[config.mk]
export PLATFORM = sky130hd
export DESIGN_NAME = subbytes_iter_flat
export DESIGN_NICKNAME = d
export VERILOG_FILES = /design/src/rtl/aes_sbox_pkg.sv /design/src/rtl/subbytes_iter_if.sv /design/src/rtl/GF_MULINV_8_ny.sv /design/src/rtl/sbox_lane_fi.sv /design/src/rtl/subbytes_iter.sv /design/src/flat_wrapper.sv
export SDC_FILE = /design/constraint.sdc
export NUM_CORES = 2
export LEC_CHECK = 0
export ABC_CLOCK_PERIOD_IN_PS = 26600
export BUFFER_PORTS_ARGS = -buffer_cell sky130_fd_sc_hd__buf_2
export CAP_MARGIN = 20
export CELL_PAD_IN_SITES_DETAIL_PLACEMENT = 2
export CELL_PAD_IN_SITES_GLOBAL_PLACEMENT = 2
export CORE_ASPECT_RATIO = 1.25
export CORE_MARGIN = 3
export CORE_UTILIZATION = 35
export DETAILED_ROUTE_END_ITERATION = 12
export GPL_ROUTABILITY_DRIVEN = 0
export PLACE_DENSITY = 0.74
export SETUP_SLACK_MARGIN = 0.15
export SLEW_MARGIN = 40
export SYNTH_ARGS = -nofsm -noshare
export SYNTH_HDL_FRONTEND = slang
export SYNTH_SLANG_ARGS = --single-unit
[constraint.sdc]
create_clock -name clk -period 26.6 [get_ports clk]
set_clock_uncertainty 0.05 [all_clocks]
set_input_delay 5.32 -clock clk [delete_from_list [all_inputs] [get_ports clk]]
set_output_delay 5.32 -clock clk [all_outputs]
set_load 0.02 [all_outputs]
[src/rtl/aes_sbox_pkg.sv]
// Shared AES S-box definitions: affine constants and transforms, GF(2^8) helpers,
// the 128-bit state type and the iterative engine's FSM encoding.
package aes_sbox_pkg;

  localparam logic [7:0] AFFINE_C     = 8'h63;
  localparam logic [7:0] INV_AFFINE_C = 8'h05;

  typedef logic [15:0][7:0] aes_state_t;

  typedef enum logic [1:0] {
    ST_IDLE = 2'd0,
    ST_RUN  = 2'd1,
    ST_DONE = 2'd2
  } sb_fsm_e;

  function automatic logic [7:0] rotl8(logic [7:0] x, int n);
    return (x << n) | (x >> (8 - n));
  endfunction

  // FIPS-197 affine matrix without the additive constant
  function automatic logic [7:0] affine_fwd(logic [7:0] x);
    return x ^ rotl8(x, 1) ^ rotl8(x, 2) ^ rotl8(x, 3) ^ rotl8(x, 4);
  endfunction

  function automatic logic [7:0] affine_inv(logic [7:0] x);
    return rotl8(x, 1) ^ rotl8(x, 3) ^ rotl8(x, 6);
  endfunction

  function automatic logic [7:0] gf_xtime(logic [7:0] a);
    return {a[6:0], 1'b0} ^ (a[7] ? 8'h1b : 8'h00);
  endfunction

  function automatic logic [7:0] gf_mul(logic [7:0] a, logic [7:0] b);
    logic [7:0] p;
    logic [7:0] t;
    p = '0;
    t = a;
    for (int i = 0; i < 8; i++) begin
      if (b[i]) p = p ^ t;
      t = gf_xtime(t);
    end
    return p;
  endfunction

  // Counter width for the byte-group index; never narrower than one bit
  function automatic int cnt_width(int lanes);
    return (lanes >= 16) ? 1 : $clog2(16 / lanes);
  endfunction

endpackage

[src/rtl/subbytes_iter_if.sv]
// Block-level handshake bundle of the iterative SubBytes engine.
// valid/ready: a transfer happens on a rising edge where valid && ready; the sender
// holds valid and payload stable until that edge, and valid never waits on ready.
interface subbytes_iter_if;
  logic         in_valid;
  logic         in_ready;
  logic [127:0] in_data;
  logic         in_mode;
  logic         out_valid;
  logic         out_ready;
  logic [127:0] out_data;

  modport slave (
    input  in_valid, in_data, in_mode, out_ready,
    output in_ready, out_valid, out_data
  );

  modport master (
    output in_valid, in_data, in_mode, out_ready,
    input  in_ready, out_valid, out_data
  );
endinterface

[src/rtl/GF_MULINV_8_ny.sv]
// Combinational GF(2^8) multiplicative inverse over x^8+x^4+x^3+x+1, inv(0)=0.
// Computed as x^254 = x^2 * x^4 * ... * x^128 so zero maps to zero for free.
module GF_MULINV_8_ny
  import aes_sbox_pkg::*;
(
  input  logic [7:0] i_x,
  output logic [7:0] o_y
);

  logic [7:0] w_p2, w_p4, w_p8, w_p16, w_p32, w_p64, w_p128;
  logic [7:0] w_m6, w_m14, w_m30, w_m62, w_m126;

  assign w_p2   = gf_mul(i_x, i_x);
  assign w_p4   = gf_mul(w_p2, w_p2);
  assign w_p8   = gf_mul(w_p4, w_p4);
  assign w_p16  = gf_mul(w_p8, w_p8);
  assign w_p32  = gf_mul(w_p16, w_p16);
  assign w_p64  = gf_mul(w_p32, w_p32);
  assign w_p128 = gf_mul(w_p64, w_p64);

  assign w_m6   = gf_mul(w_p2, w_p4);
  assign w_m14  = gf_mul(w_m6, w_p8);
  assign w_m30  = gf_mul(w_m14, w_p16);
  assign w_m62  = gf_mul(w_m30, w_p32);
  assign w_m126 = gf_mul(w_m62, w_p64);
  assign o_y    = gf_mul(w_m126, w_p128);

endmodule

[src/rtl/sbox_lane_fi.sv]
// One forward/inverse S-box lane: a single shared inverter, with the mode bit
// choosing whether the affine stage sits before (inverse) or after (forward) it.
module sbox_lane_fi
  import aes_sbox_pkg::*;
#(
  parameter int ENABLE_DEC = 1
) (
  input  logic [7:0] i_byte,
  input  logic       i_mode,
  output logic [7:0] o_byte
);

  logic       w_dec;
  logic [7:0] w_pre;
  logic [7:0] w_inv_in;
  logic [7:0] w_inv_out;
  logic [7:0] w_post;

  assign w_dec    = (ENABLE_DEC != 0) && i_mode;
  assign w_pre    = affine_inv(i_byte) ^ INV_AFFINE_C;
  assign w_inv_in = w_dec ? w_pre : i_byte;

  GF_MULINV_8_ny u_inv (
    .i_x (w_inv_in),
    .o_y (w_inv_out)
  );

  assign w_post = affine_fwd(w_inv_out) ^ AFFINE_C;
  assign o_byte = w_dec ? w_inv_out : w_post;

endmodule

[src/rtl/subbytes_iter.sv]
// Iterative AES SubBytes over the full 128-bit state, LANES bytes per cycle,
// with an optional register between the S-box lanes and the state write-back.
module subbytes_iter
  import aes_sbox_pkg::*;
#(
  parameter int LANES      = 4,
  parameter int PIPE       = 0,
  parameter int ENABLE_DEC = 1
) (
  input  logic                          clk,
  input  logic                          rst_n,
  subbytes_iter_if.slave                bus,
  output sb_fsm_e                       o_dbg_state,
  output logic [cnt_width(LANES)-1:0]   o_dbg_cnt
);

  localparam int NGRP  = 16 / LANES;
  localparam int CNT_W = cnt_width(LANES);
  localparam logic [CNT_W-1:0] LAST = CNT_W'(NGRP - 1);

  sb_fsm_e          r_fsm;
  sb_fsm_e          w_fsm_nxt;
  aes_state_t       r_state;
  logic [CNT_W-1:0] r_cnt;
  logic             r_mode;

  logic             w_accept;
  logic             w_release;
  logic             w_issue;
  logic             w_wr_en;
  logic             w_wr_last;
  logic [CNT_W-1:0] w_wr_grp;
  logic [7:0]       w_lane_in  [LANES];
  logic [7:0]       w_lane_out [LANES];
  logic [7:0]       w_wr_data  [LANES];

  function automatic logic [3:0] byte_idx(logic [CNT_W-1:0] g, int l);
    return 4'(g) * 4'(LANES) + 4'(l);
  endfunction

  assign bus.in_ready  = (r_fsm == ST_IDLE) || ((r_fsm == ST_DONE) && bus.out_ready);
  assign bus.out_valid = (r_fsm == ST_DONE);
  assign bus.out_data  = (r_fsm == ST_DONE) ? r_state : '0;

  assign w_accept  = bus.in_valid && bus.in_ready;
  assign w_release = bus.out_valid && bus.out_ready;
  assign w_wr_last = w_wr_en && (w_wr_grp == LAST);

  assign o_dbg_state = r_fsm;
  assign o_dbg_cnt   = r_cnt;

  // Group mux feeding the shared lanes
  for (genvar l = 0; l < LANES; l++) begin : g_lane
    assign w_lane_in[l] = r_state[byte_idx(r_cnt, l)];

    sbox_lane_fi #(
      .ENABLE_DEC (ENABLE_DEC)
    ) u_lane (
      .i_byte (w_lane_in[l]),
      .i_mode (r_mode),
      .o_byte (w_lane_out[l])
    );
  end

  // With PIPE, issue of group g overlaps write-back of group g-1
  if (PIPE != 0) begin : g_pipe
    logic [7:0]       r_pipe_data [LANES];
    logic [CNT_W-1:0] r_pipe_grp;
    logic             r_pipe_vld;
    logic             r_issued_all;

    always_ff @(posedge clk) begin
      if (!rst_n) begin
        r_pipe_vld   <= 1'b0;
        r_pipe_grp   <= '0;
        r_issued_all <= 1'b0;
        for (int l = 0; l < LANES; l++) r_pipe_data[l] <= '0;
      end else begin
        r_pipe_vld <= w_issue;
        if (w_issue) begin
          r_pipe_grp  <= r_cnt;
          r_pipe_data <= w_lane_out;
        end
        if (w_accept) r_issued_all <= 1'b0;
        else if (w_issue && (r_cnt == LAST)) r_issued_all <= 1'b1;
      end
    end

    assign w_issue   = (r_fsm == ST_RUN) && !r_issued_all;
    assign w_wr_en   = r_pipe_vld;
    assign w_wr_grp  = r_pipe_grp;
    assign w_wr_data = r_pipe_data;
  end else begin : g_direct
    assign w_issue   = (r_fsm == ST_RUN);
    assign w_wr_en   = w_issue;
    assign w_wr_grp  = r_cnt;
    assign w_wr_data = w_lane_out;
  end

  always_ff @(posedge clk) begin
    if (!rst_n) r_fsm <= ST_IDLE;
    else        r_fsm <= w_fsm_nxt;
  end

  always_comb begin
    w_fsm_nxt = r_fsm;
    unique case (r_fsm)
      ST_IDLE: if (w_accept) w_fsm_nxt = ST_RUN;
      ST_RUN:  if (w_wr_last) w_fsm_nxt = ST_DONE;
      ST_DONE: begin
        if (w_accept)       w_fsm_nxt = ST_RUN;
        else if (w_release) w_fsm_nxt = ST_IDLE;
      end
      default: w_fsm_nxt = ST_IDLE;
    endcase
  end

  always_ff @(posedge clk) begin
    if (!rst_n) begin
      r_state <= '0;
      r_cnt   <= '0;
      r_mode  <= 1'b0;
    end else if (w_accept) begin
      r_state <= bus.in_data;
      r_mode  <= (ENABLE_DEC != 0) && bus.in_mode;
      r_cnt   <= '0;
    end else begin
      if (w_issue && (r_cnt != LAST)) r_cnt <= r_cnt + 1'b1;
      if (w_wr_en) begin
        for (int l = 0; l < LANES; l++) r_state[byte_idx(w_wr_grp, l)] <= w_wr_data[l];
      end
    end
  end

endmodule
[src/flat_wrapper.sv]
// flat-port wrapper written by rule: the top's interface ports become plain ports
module subbytes_iter_flat import aes_sbox_pkg::*;
#(
  parameter int LANES      = 4,
  parameter int PIPE       = 0,
  parameter int ENABLE_DEC = 1
)
  (clk, rst_n, o_dbg_state, o_dbg_cnt, bus_in_valid, bus_in_data, bus_in_mode, bus_out_ready, bus_in_ready, bus_out_valid, bus_out_data);
  subbytes_iter_if bus_i ();
  input  logic clk;
  input  logic rst_n;
  output sb_fsm_e o_dbg_state;
  output logic [cnt_width(LANES)-1:0] o_dbg_cnt;
  input wire logic [$bits(bus_i.in_valid)-1:0] bus_in_valid;
  input wire logic [$bits(bus_i.in_data)-1:0] bus_in_data;
  input wire logic [$bits(bus_i.in_mode)-1:0] bus_in_mode;
  input wire logic [$bits(bus_i.out_ready)-1:0] bus_out_ready;
  output wire logic [$bits(bus_i.in_ready)-1:0] bus_in_ready;
  output wire logic [$bits(bus_i.out_valid)-1:0] bus_out_valid;
  output wire logic [$bits(bus_i.out_data)-1:0] bus_out_data;
  assign bus_i.in_valid = bus_in_valid;
  assign bus_i.in_data = bus_in_data;
  assign bus_i.in_mode = bus_in_mode;
  assign bus_i.out_ready = bus_out_ready;
  assign bus_in_ready = bus_i.in_ready;
  assign bus_out_valid = bus_i.out_valid;
  assign bus_out_data = bus_i.out_data;
  subbytes_iter #(.LANES(LANES), .PIPE(PIPE), .ENABLE_DEC(ENABLE_DEC)) u_core (.clk(clk), .rst_n(rst_n), .bus(bus_i), .o_dbg_state(o_dbg_state), .o_dbg_cnt(o_dbg_cnt));
endmodule
==> Word-level counts from Yosys, hierarchy flattened <==
Index checks and enable logic that the tools add are counted.
{ "word_totals": {"register_bits": 133, "latchBits": 0, "ramBits": 0, "rom_bits": 0, "input_bits": 133, "out_inout_bits": 134, "mem_count": 0} }
{ "classes": {"n_addsub": 4, "n_mul": 0, "div": 0, "magnitude_cmp": 8, "n_eq_ne": 7, "shifts": 0, "n_mux": 788, "n_bitwise": 761, "reduce_logical": 13} }
{ "op_table": {"columns": ["operator", "count"], "rows": [
  ["bitwise XOR 8 bit", 724],
  ["two-way mux 8 bit", 432],
  ["two-way mux 5 bit", 336],
  ["bitwise mux 128 bit", 4],
  ["two-way mux 128 bit", 3],
  ["binary-select mux 8 bit (select 4 bit)", 3],
  ["demux 8 bit (select 4 bit)", 3],
  ["OR 8 x 1 -> 8 bit", 8],
  ["OR 8 x 3 -> 8 bit", 8],
  ["OR 8 x 2 -> 8 bit", 4],
  ["OR 8 x 4 -> 8 bit", 4],
  ["OR 8 x 6 -> 8 bit", 4],
  ["less-than comparator 4 x 5 -> 1 bit (second input constant)", 4],
  ["binary-select mux 8 bit (select 2 bit)", 1],
  ["demux 8 bit (select 2 bit)", 1],
  [">= comparator 4 x 1 -> 1 bit (second input constant)", 4],
  ["NOT 4 bit", 4],
  ["adder 4 x 2 -> 4 bit (second input constant)", 2],
  ["logical AND 1 bit", 8],
  ["two-way mux 2 bit", 4],
  ["NOT 2 bit", 4],
  ["case mux 2 bit (3 select lines)", 1],
  ["adder 4 x 1 -> 4 bit (second input constant)", 1],
  ["equality test 2 bit (second input constant)", 2],
  ["11 further kinds", 12]
]} }

==> Logic depth before layout (Yosys ltp) <==
{ "depth": {"word_depth": 147, "ltp_mapped": 78, "ltp_nobuf": 62} }

==> Cells and area by module <==
From an unflattened synthesis, not the netlist that was laid out.
{ "unflattened": {"hier_cells": 9128, "area_unflattened_um2": 68455.7} }
{ "modules_own_cells": {"columns": ["module", "n_inst", "cells_per_inst", "area_each_um2", "seq_area_each_um2"], "rows": [
  ["GF_MULINV_8_ny", 4, 1985, 14518.9, 0.0],
  ["subbytes_iter", 1, 951, 8484.4, 2662.6],
  ["sbox_lane_fi (u_core.g_lane[1].u_lane ...)", 3, 60, 474.2, 0.0],
  ["sbox_lane_fi (u_core.g_lane[0].u_lane)", 1, 57, 473.0, 0.0]
]} }

==> Worst setup path after synthesis <==
Ideal clock, no wire load.
{ "synth_timing": {"path_type": "register to register", "from": "register u_core.r_cnt[0], in the netlist u_core.o_dbg_cnt[0]", "to": "register u_core.r_state[84] in the netlist's numbering", "arrival_ns": 18.322, "path_slack_ns": 8.158, "path_stages_with_launch": 76, "synth_period_minus_slack_ns": 18.442, "path_cell_list": "dfxtp_1 buf_6 buf_6 buf_6 mux4_2 xor3_1 mux2i_1 inv_1 buf_1 ha_1 clkbuf_1 nor4_1 a221o_1 xor2_1 inv_1 clkbuf_1 buf_1 ha_1 [40 not listed] buf_2 a311o_1 a22o_1 a222oi_1 xor2_1 buf_4 xnor2_1 nor2_1 xnor2_1 xnor3_1 xnor2_1 xnor2_1 xor2_1 xnor2_1 nor2_1 xnor2_1 nand2_1 a21boi_1"} }
{ "synth_via": {"elab_chain_len": 143, "elab_cells_between_ends": 1548, "classes_between": "3 x add/sub; 6 x order compare; 780 x mux; 756 x bitwise; 3 x reduce/logical"} }
{ "synth_lines": {"columns": ["element", "line_no", "source"], "rows": [
  ["from (decl)", "subbytes_iter.sv:24", "logic [CNT_W-1:0] r_cnt;"],
  ["from (signal assigned)", "subbytes_iter.sv:128", "if (w_issue && (r_cnt != LAST)) r_cnt <= r_cnt + 1'b1;"],
  ["adder 4 x 1 -> 4 bit or binary-select mux 8 bit (select 2 bit) (tied branches)", "subbytes_iter.sv:38, subbytes_iter.sv:54", null],
  ["binary-select mux 8 bit (select 4 bit) or two-way mux 8 bit (tied branches)", "subbytes_iter.sv:54", "assign w_lane_in[l] = r_state[byte_idx(r_cnt, l)];"],
  ["two-way mux 8 bit (implied by the code), or another cell as far along", "subbytes_iter.sv:54", null],
  ["OR 8 x 1 -> 8 bit, or another cell as far along", "aes_sbox_pkg.sv:17", "return (x << n) | (x >> (8 - n));"],
  ["bitwise XOR 8 bit", "aes_sbox_pkg.sv:26", "return rotl8(x, 1) ^ rotl8(x, 3) ^ rotl8(x, 6);"],
  ["bitwise XOR 8 bit or NOT 2 bit (tied branches)", null, null],
  ["NOT 2 bit (no source line) or two-way mux 8 bit (tied branches)", null, null],
  ["two-way mux 8 bit (on tied branches)", "sbox_lane_fi.sv:21, aes_sbox_pkg.sv:39", null],
  ["[124 not listed]", null, null],
  ["OR 8 x 1 -> 8 bit or bitwise XOR 8 bit (tied branches)", "aes_sbox_pkg.sv:17, aes_sbox_pkg.sv:22", null],
  ["bitwise XOR 8 bit (3 in series)", "aes_sbox_pkg.sv:22", "return x ^ rotl8(x, 1) ^ rotl8(x, 2) ^ rotl8(x, 3) ^ rotl8(x, 4);"],
  ["bitwise XOR 8 bit or two-way mux 8 bit (tied branches)", "aes_sbox_pkg.sv:22, sbox_lane_fi.sv:29", null],
  ["two-way mux 8 bit or bitwise mux 128 bit (tied branches)", "sbox_lane_fi.sv:29, subbytes_iter.sv:130", null],
  ["bitwise mux 128 bit (2 in series)", "subbytes_iter.sv:130", "for (int l = 0; l < LANES; l++) r_state[byte_idx(w_wr_grp, l)] <= w_wr_data[l];"],
  ["bitwise mux 128 bit *", "subbytes_iter.sv:130", null],
  ["two-way mux 128 bit *", "subbytes_iter.sv:129", "if (w_wr_en) begin"],
  ["two-way mux 128 bit *", "subbytes_iter.sv:123", "end else if (w_accept) begin"],
  ["to (signal assigned)", "subbytes_iter.sv:124", "r_state <= bus.in_data;"],
  ["to (decl)", "subbytes_iter.sv:23", "aes_state_t r_state;"]
]} }
Every way passes the cells marked *; elsewhere a longest branch is shown, timed or not. The select of a mux whose other input is x is not followed.
A chain may end at the register's enable or synchronous reset.

==> Final worst setup path <==
{ "layout_timing": {"from": "register u_core.r_cnt[0], in the netlist u_core.o_dbg_cnt[0]", "to": "register u_core.r_state[79] in the netlist's numbering"} }
{ "layout_via": {"elab_chain_len": 142, "elab_cells_between_ends": 1548, "classes_between": "3 x add/sub; 6 x order compare; 780 x mux; 756 x bitwise; 3 x reduce/logical"} }
{ "layout_lines": {"columns": ["element", "line_no", "source"], "rows": [
  ["adder 4 x 1 -> 4 bit or binary-select mux 8 bit (select 2 bit) (tied branches)", "subbytes_iter.sv:38, subbytes_iter.sv:54", null],
  ["binary-select mux 8 bit (select 4 bit) or two-way mux 8 bit (tied branches)", "subbytes_iter.sv:54", null],
  ["two-way mux 8 bit (implied by the code), or another cell as far along", "subbytes_iter.sv:54", null],
  ["OR 8 x 1 -> 8 bit, or another cell as far along", "aes_sbox_pkg.sv:17", null],
  ["bitwise XOR 8 bit", "aes_sbox_pkg.sv:26", null],
  ["bitwise XOR 8 bit, or another cell as far along", "aes_sbox_pkg.sv:26", null],
  ["two-way mux 8 bit, or another cell as far along", "sbox_lane_fi.sv:21", "assign w_inv_in = w_dec ? w_pre : i_byte;"],
  ["two-way mux 5 bit, or another cell as far along", "aes_sbox_pkg.sv:30", "return {a[6:0], 1'b0} ^ (a[7] ? 8'h1b : 8'h00);"],
  ["[123 not listed]", null, null],
  ["OR 8 x 1 -> 8 bit or bitwise XOR 8 bit (tied branches)", "aes_sbox_pkg.sv:17, aes_sbox_pkg.sv:22", null],
  ["bitwise XOR 8 bit (3 in series)", "aes_sbox_pkg.sv:22", null],
  ["bitwise XOR 8 bit or two-way mux 8 bit (tied branches)", "aes_sbox_pkg.sv:22, sbox_lane_fi.sv:29", null],
  ["two-way mux 8 bit or bitwise mux 128 bit (tied branches)", "sbox_lane_fi.sv:29, subbytes_iter.sv:130", null],
  ["bitwise mux 128 bit (2 in series)", "subbytes_iter.sv:130", null],
  ["bitwise mux 128 bit *", "subbytes_iter.sv:130", null],
  ["two-way mux 128 bit *", "subbytes_iter.sv:129", null],
  ["two-way mux 128 bit *", "subbytes_iter.sv:123", null]
]} }
Marked as above.

==> qor.yml <==
status: "finished clean"
critical-path-slowest-cell: "mux4_2"
antenna_found_initial: 10
root_buffer: "clkbuf_16"
synthesis.nets: 9497
critPathMaxStageDelay_ns: 0.75
nets: 9428
slew_violations: 0
clockBufferDepth: 3
port-buffer-count: 266
hold_viol: 0
syn_to_final_growth_pct: 8.61
io_pins: 267
start_kind: "flip-flop"
cts_max_level: 4
clock_latency_ns: 0.49
syn_avg_cell_area_um2: 7.42
yosysTopAreaCell: "xnor2_1"
setup_tns_ns: 0
met1_usage: 0.355
ff2ff_setup_slack_ns: 4.61
synth_common_cells: "xnor2_1, nor2_1, nand2_1"
die_y_um: 503
worstMarginPinSlew_ns: 0.906
final.fill_count: 23000
die_w_um: 404
syn-cell-area_um2: 69300
ys_seq_elements: 133
die_area_um2: 203000
multi_input_area_um2: 64500
cts-resized-gates: 0
r2r_cells: 62
coreArea_um2: 196000
yosys_warnings: 0
wire_per_inst_um: 25.2
hpwl_mm: 225
dr.pass1.iters: 5
cts_buffers: 25
holdBufCountCts: 0
cts_setup_buffers: 0
slew_headroom: 0.391
grt_use_met3: 0.0171
vias: 72000
clk_pin_slew_ns: 0.06
synth_cell_types: 120
period_share: 0.827
grt_pass1_vias: 76900
setup.worst_path.end_class: "flip-flop"
crit-reg2reg-capture: "u_core.r_state[79]"
rsz0062_at_grt: "no"
synth_edf_count: 0
clock-sinks: 133
regArea_um2: 2670
post_drt_via_cell_ratio: 6.08
worstPathMaxFanout: 33
setup_violations: 0
synth_area_leaders: "xnor2_1, xnor3_1, nor2_1"
cp.required_ns: 26.96
synthArstFlopShare: 0
post-route-drc-count: 0
drv_cap: 0
hold_class: "reg -> reg"
grt_overflow: 0
fmax_ghz: 0.0455
netlist.area_leader.share: 0.189
drt_wl_total_mm: 298
ant_nets: 0
ys.flop_type: "dfxtp_1"
grtUsageTotal: 0.281
fin_crit_ns: 21.99
gr-usage-met2: 0.513
startpoint: "u_core.o_dbg_cnt[0]"
synthCells: 9332
cts_tree: "built"
endpoint: "u_core.r_state[79]"
initial_core_util: 0.354
busiest_layer: "met2"
drt_iter0_drc: 3982
r2r-start: "u_core.o_dbg_cnt[0]"
row_count: 181
drive_gt1_frac: 0.121
path_class: "reg -> reg"
grt_max_degree: 86
synth.most_common_cell: "xnor2_1"
cp_data_arrival_time_ns: 22.36
grt_pass1_wl_mm: 465
ys_seq_area_frac: 0.0384
flip-flops by register name (all words and copies together) (netlist names):
register            count
u_core.r_state        128
u_core.r_mode           1
u_core.o_dbg_state      2
u_core.o_dbg_cnt        2
how the worst min path moves through the flow:
| stage | from | end | slack [ns] | depth (start not counted) |
|---|---|---|---|---|
| 6_report | u_core.r_state[2] | u_core.r_state[2] | 0.53 | 2 |
| 3_3_place_gp | u_core.r_state[123] | u_core.r_state[123] | 0.49 | 2 |
| 5_1_grt | u_core.r_state[37] | u_core.r_state[37] | 0.57 | 2 |
| 4_1_cts | u_core.r_state[37] | u_core.r_state[37] | 0.52 | 2 |
| 2_1_floorplan | u_core.r_state[72] | u_core.r_state[72] | 0.46 | 2 |
| 3_5_place_dp | u_core.r_state[123] | u_core.r_state[123] | 0.51 | 2 |
placed cells by master, fill, tap and decap left out, types with 35 or more instances in the layout:
cell and instances:
xnor2_1 1410, nor2_1 1263, nand2_1 923, a21oi_1 452, xor2_1 384, xnor3_1 358
o21ai_0 350, buf_4 308, nor3_1 280, buf_2 265, nand3_1 255, mux2i_1 225
and2_1 191, a22oi_1 176, xnor2_2 140, dfxtp_1 130, o22ai_1 113, a21boi_1 112
a31oi_1 108, a211oi_1 99, o211ai_1 85, inv_1 83, or3_1 69, xor3_1 64
nor4_1 64, nand4_1 61, and3_1 60, mux2_2 59, o21ai_1 54, o31ai_1 50
xor2_2 49, nor2b_1 41, a221oi_1 39, nand2b_1 38, mux4_2 37, o21a_1 36
a32oi_1 35, xnor3_2 35, o221ai_1 35
stage by stage:
step	area, µm²	cells	util	setup WS (ns)	hold slack, ns
after floorplan	69300	9332	-	8.16	0.460
after global placement	73900	11800	0.378	4.60	0.490
after detailed placement	74300	11800	0.380	4.31	0.508
after CTS	75000	11800	0.383	4.20	0.524
after global routing	75200	11800	0.385	3.11	0.572
final	75200	11800	0.385	4.61	0.530
routing by layer:
metal  part of all wire  routed length [µm]
met5            0.00022                  65
met4              0.027                8160
met3              0.038               11300
met2               0.50              150000
met1               0.43              128000
critical path: cells and delay by family, from the launching register on:
| kind | cells | cell delay (ns) |
|---|---|---|
| buffers and inverters | 8 | 2.76 |
| AO/OA/AOI/OAI | 14 | 4.82 |
| flip-flops | 1 | 0.47 |
| XOR/XNOR | 15 | 5.34 |
| multiplexers | 7 | 2.73 |
| AND/OR/NAND/NOR | 15 | 3.88 |
| adder cells (fa/ha/maj) | 3 | 1.72 |
cell type report:
cell class	count	share of cell area
Multi-Input combinational cell	8417	0.858
Antenna cell	3	0.0000998
Sequential cell	133	0.0355
Clock buffer	32	0.00946
Timing Repair Buffer	579	0.0492
Tap cell	2562	0.0426
Inverter	107	0.00534
kinds of logic (layout without fill, tap and decap cells):
family / count (synthesis) / after routing / synth area share
buffers and inverters: 782 / 718 / 0.0465
muxes: 343 / 343 / 0.0586
other: 0 / 3 / 0
adders and majority gates: 33 / 33 / 0.00592
DFF: 133 / 133 / 0.0384
xor gates and xnor gates: 2463 / 2463 / 0.417
AOI/OAI and AO/OA: 2166 / 2166 / 0.211
and+or+nand+nor: 3412 / 3412 / 0.223
Power is left out: the tool's default activity adds up to more than one toggle a clock period on the data nets, which glitch-free logic cannot reach.
